File: src/rtl/pll_rst_pkg.sv
// pll_rst_pkg: shared types and defaults for the PLL-lock reset generator.
// The loss counter in pll_rst_gen is controlled by PLL_RST_GEN_LOSS_CNT_EN.
package pll_rst_pkg;

  // Reset-generator sequencing states.
  typedef enum logic [1:0] {
    WAIT_LOCK,
    STABLE_CNT,
    RUN,
    HOLD
  } pll_state_e;

  localparam int PLL_STABLE_CYCLES_DEF = 1024;
  localparam int PLL_HOLD_CYCLES_DEF   = 16;

  // Width of the shared stable/hold counter: enough to reach max(a,b)-1.
  function automatic int cnt_width(input int a, input int b);
    int m;
    m = (a > b) ? a : b;
    return (m < 2) ? 1 : $clog2(m);
  endfunction

endpackage

File: src/rtl/sync_2ff.sv
// sync_2ff: generic single-bit two-flop synchronizer with a synchronous
// active-high reset that clears both stages to 0.
module sync_2ff (
  input  logic clk,
  input  logic rst,
  input  logic d,
  output logic q
);

  logic meta;

  // Two back-to-back flops give the first stage a full cycle to resolve.
  always_ff @(posedge clk) begin
    // NOTE: flops use non-blocking assignments so both stages sample the
    // pre-edge values; blocking here would collapse the chain to one flop.
    if (rst) begin
      meta <= 1'b0;
      q    <= 1'b0;
    end else begin
      meta <= d;
      q    <= meta;
    end
  end

endmodule

File: src/rtl/pll_rst_gen.sv
// pll_rst_gen: turns the asynchronous PLL lock flag into a synchronous reset
// and ready flag for the downstream pipeline. Reset is released only after
// the synchronized lock has stayed high for STABLE_CYCLES cycles; a lock drop
// while running re-asserts reset for at least HOLD_CYCLES cycles.
// Optional feature macro: PLL_RST_GEN_LOSS_CNT_EN builds the saturating
// lock-loss counter; without it lock_loss_cnt is tied to 0.
module pll_rst_gen
  import pll_rst_pkg::*;
#(
  parameter int STABLE_CYCLES = PLL_STABLE_CYCLES_DEF,
  parameter int HOLD_CYCLES   = PLL_HOLD_CYCLES_DEF,
  parameter int LOSS_CNT_W    = 8
) (
  input  logic                  clk,
  input  logic                  rst,
  input  logic                  pll_lock,
  output logic                  rst_out,
  output logic                  ready,
  output logic                  lock_lost,
  output logic [LOSS_CNT_W-1:0] lock_loss_cnt
);

  localparam int CW = cnt_width(STABLE_CYCLES, HOLD_CYCLES);
  localparam logic [CW-1:0] STABLE_LAST = CW'(STABLE_CYCLES - 1);
  localparam logic [CW-1:0] HOLD_LAST   = CW'(HOLD_CYCLES - 1);

  logic       lock_s;
  pll_state_e state;
  logic [CW-1:0] cnt;

  // Bring the asynchronous lock flag into the clk domain.
  sync_2ff u_lock_sync (
    .clk (clk),
    .rst (rst),
    .d   (pll_lock),
    .q   (lock_s)
  );

  // Sequencing FSM; rst_out is registered as (next state != RUN).
  always_ff @(posedge clk) begin
    if (rst) begin
      state     <= WAIT_LOCK;
      cnt       <= '0;
      rst_out   <= 1'b1;
      lock_lost <= 1'b0;
    end else begin
      rst_out   <= 1'b1;
      lock_lost <= 1'b0;
      case (state)
        WAIT_LOCK: begin
          if (lock_s) begin
            state <= STABLE_CNT;
            cnt   <= '0;
          end
        end
        STABLE_CNT: begin
          if (!lock_s) begin
            state <= WAIT_LOCK;
            cnt   <= '0;
          end else if (cnt == STABLE_LAST) begin
            state   <= RUN;
            rst_out <= 1'b0;
          end else begin
            cnt <= cnt + CW'(1);
          end
        end
        RUN: begin
          if (!lock_s) begin
            state     <= HOLD;
            cnt       <= '0;
            lock_lost <= 1'b1;
          end else begin
            rst_out <= 1'b0;
          end
        end
        HOLD: begin
          // Lock is deliberately ignored so the minimum hold time is honoured.
          if (cnt == HOLD_LAST) begin
            state <= WAIT_LOCK;
          end else begin
            cnt <= cnt + CW'(1);
          end
        end
        default: begin
          state <= WAIT_LOCK;
          cnt   <= '0;
        end
      endcase
    end
  end

  assign ready = ~rst_out;

`ifdef PLL_RST_GEN_LOSS_CNT_EN
  logic [LOSS_CNT_W-1:0] loss_cnt_q;

  // Count RUN->HOLD transitions, saturating at all-ones.
  always_ff @(posedge clk) begin
    if (rst) begin
      loss_cnt_q <= '0;
    end else if ((state == RUN) && !lock_s && (loss_cnt_q != '1)) begin
      loss_cnt_q <= loss_cnt_q + LOSS_CNT_W'(1);
    end
  end

  assign lock_loss_cnt = loss_cnt_q;
`else
  assign lock_loss_cnt = '0;
`endif

endmodule
File: config.mk
export PLATFORM = sky130hd
export DESIGN_NAME = pll_rst_gen
export DESIGN_NICKNAME = d
export VERILOG_FILES = /design/src/rtl/pll_rst_pkg.sv /design/src/rtl/sync_2ff.sv /design/src/rtl/pll_rst_gen.sv
export SDC_FILE = /design/constraint.sdc
export NUM_CORES = 1
export LEC_CHECK = 0
export ABC_AREA = 0
export CORE_MARGIN = 8
export CORE_UTILIZATION = 55
export CTS_BUF_LIST = sky130_fd_sc_hd__clkbuf_2
export DETAILED_ROUTE_END_ITERATION = 10
export PLACE_DENSITY = 0.8
export RECOVER_POWER = 50
export SLEW_MARGIN = 30
export SYNTH_ARGS = -nofsm -noshare
export SYNTH_HDL_FRONTEND = slang
export SYNTH_SLANG_ARGS = --single-unit
File: constraint.sdc
create_clock -name clk -period 2.6 [get_ports clk]
set_clock_uncertainty 0.2 [all_clocks]
set_input_delay 0.26 -clock clk [delete_from_list [all_inputs] [get_ports clk]]
set_output_delay 0.26 -clock clk [all_outputs]
set_load 0.01 [all_outputs]
==> flow_summary.toml <==
[drt]
route.detailed.drc = 0
dr.first_iter.drc_count = 35
drt-vias-per-instance = 6.27
via_count = 803
routedWlPerCell_um = 16.1
remaining_antenna_violation_count = 0
routed_wl_um = 2060
dr.pass1.iters = 4

[min_path]
worst_hold_startpoint = "u_lock_sync.meta"
min_path_type = "flip-flop to flip-flop"
timing.hold.worst_endpoint = "u_lock_sync.q"
worstHoldPathCells = 1

[cts]
cts_sinks = 16
clk_pin_slew_ns = 0.15
tritoncts_clock_tree = "yes"
library_cell_used_as_clock_root_buffer = "sky130_fd_sc_hd__clkbuf_2"
post-cts-setup-buffers = 0
cts_max_level = 1
cts-resized-gates = 0
cts_made_buffers = 3
clock_tree.buffer_depth = 2
ctsHoldBuffers = 0
clk_latency_ns = 0.30

[worst_setup_path]
critical_path.cell_chain = "inv_1, ha_1, mux2_4, a41o_1, or4_1, a21oi_1"
r2r_start = "state[0]"
worst_r2r_endpoint = "cnt[7]"
worstPathMaxFanout = 16
worst_setup_path_end_kind = "flip-flop"
worstPathArrival_ns = 2.48
critical_path_class = "flip-flop to flip-flop"
worst-endpoint-required_ns = 2.64
reg2reg_slack_ns = 0.17
crit_path_top_delay_cell = "sky130_fd_sc_hd__or4_1"
cpPeakStageDelay_ns = 0.55
worst_setup_path_start_kind = "flip-flop"
ff2ff_path_depth = 6

[global_routing]
grt_start_max_net_pins = 17
number_of_antenna_violations_at_the_first_check_in_global_routing = 0
grt_remaining_overflow = 0
via_count_of_the_first_global_routing_pass = 742
grt_pass1_wl_um = 3260
grt.total_usage_pct = 12.3

[layout]
most-common-layout-cells = "sky130_fd_sc_hd__dfxtp_1, sky130_fd_sc_hd__a21oi_1, sky130_fd_sc_hd__conb_1"
postLayoutCoreUtil_pct = 59.1
final_cell_count_no_fill = 128
drive_gt1_share_pct = 4.50
synthesis_to_layout_area_growth_pct = 2.44
num_antenna_cells = 0
final_net_count = 122
layout_commonest_cell = "sky130_fd_sc_hd__dfxtp_1"

[timing]
setup_slack_ns = 0.167
fmax_mhz = 411
hold_slack_ns = 0.283
number_of_endpoints_failing_setup_at_the_final_stage = 0
pin_slew_with_the_least_headroom_to_its_limit_ns = 0.535
period_needed_ns = 2.43
layout_worst_path_cycle_share_pct = 93.6
slew_violations = 0
hold_viol = 0
timing.max_slew.rel_slack_pct = 64.0
grt_setup_unrepaired = "false"
summed_negative_setup_slack_over_all_endpoints_ns = 0

[floorplan]
fp-row-count = 15
initial_core_util_pct = 57.7
design.die.area_mm2 = 0.00338
die_width_um = 58.1
core-area_mm2 = 0.00169
die_h_um = 58.1
num_io_pins = 14

[synthesis]
synth_warnings = 0
synthDistinctLibCells = 36
synth.ff_latch_count = 16
ys_seq_area_share_pct = 32.9
post_synth.cell_area_avg_um2 = 8.94
synthCells = 109
synth_area_um2 = 975

[run_status]
outcome = "finished clean"

[power]
power_density_mw_per_mm2 = 479
power.leakage_uw = 0.000374
vdd_ir_drop_max_mv = 0.348

[placed_design]
gp_congestion = 0.799
detailedPlace.worstSlack_ns = 0.205
dp.final_hpwl_um = 1510
io_buffers = 5
placed_cells_incl_taps = 125

[run]
max_cap_viols = 0
[layout make-up]
cell class / count / area (um^2)
inverters: 5 / 18.8
clock buffers: 3 / 15.0
flip-flops and latches: 16 / 320
fillers: 159 / 691
multi-input cells: 82 / 573
repair buffers: 5 / 50.0
well taps: 17 / 21.3
[cell families after synthesis]
kind of cell / synth area share, %
other cells: 0.385
compound gates: 22.2
flops: 32.9
simple gates: 22.2
buf+inv: 11.0
fa+ha+maj: 7.70
mux: 3.59
[worst max path at each step]
stage | startpoint | to | cells after the start
finish | state[0] | cnt[7] | 6
global route | state[0] | cnt[7] | 6
CTS | state[0] | cnt[7] | 6
detailed placement | state[0] | cnt[7] | 6
floorplan | state[0] | cnt[8] | 7
global placement | state[0] | cnt[7] | 6
[state kept, by name (all words and copies together) (netlist names), named ones only]
name              flops
cnt                  10
lock_lost             1
rst_out               1
state                 1
u_lock_sync.meta      1
u_lock_sync.q         1
[report_power, final]
part           switching [uW]  internal [uW]  leakage (uW)  total (uW)
Clock                    79.5           31.4     0.0000125         111
Sequential               9.29            253      0.000130         262
Combinational            66.4           39.0      0.000232         105
[stage by stage]
stage	area, um^2	power (uW)
floorplan	1000	354
global placement	983	367
detailed placement	983	372
CTS	998	478
global route	998	504
finish	998	479
[synthesized netlist by cell type (all sizes together)]
cell type	instances	share of area, %
a21o	1	0.77
a21oi	11	5.6
a31o	1	0.90
a31oi	2	1.3
a41o	2	2.1
a41oi	1	0.90
and3	2	1.3
and4	5	4.5
buf	11	8.3
clkbuf	2	0.77
conb	1	0.38
dfxtp	16	33
ha	6	7.7
inv	5	1.9
mux2	1	1.5
mux2i	2	2.1
nand2	3	1.2
nand2b	1	0.64
nand3	4	2.1
nand3b	2	1.5
nand4	3	1.9
nand4b	1	0.90
nor2	1	0.38
nor2b	4	2.6
nor4	1	0.64
o211ai	1	0.77
o21a	1	0.77
o21ai	2	1.0
o21bai	1	0.77
o2bb2ai	1	0.90
o311ai	1	0.90
o31ai	6	4.6
o41ai	1	0.90
or4	6	4.6
[worst max-delay path, delay by kind of cell, from the launching register on]
| family | cells | cell delay (ns) |
|---|---|---|
| mux | 1 | 0.28 |
| flops | 1 | 0.46 |
| buf+inv | 1 | 0.11 |
| simple gates | 1 | 0.55 |
| fa+ha+maj | 1 | 0.25 |
| compound gates | 2 | 0.52 |
[routing by layer]
layer / routed length [um] / up-vias / track usage, %
met5: 0 / - / 0
li1: - / 408 / -
met4: 27 / 0 / 6.29
met3: 98 / 4 / 3.97
met2: 1060 / 17 / 22.1
met1: 875 / 374 / 12.4
No activity file was read; power rests on OpenSTA's default activity.
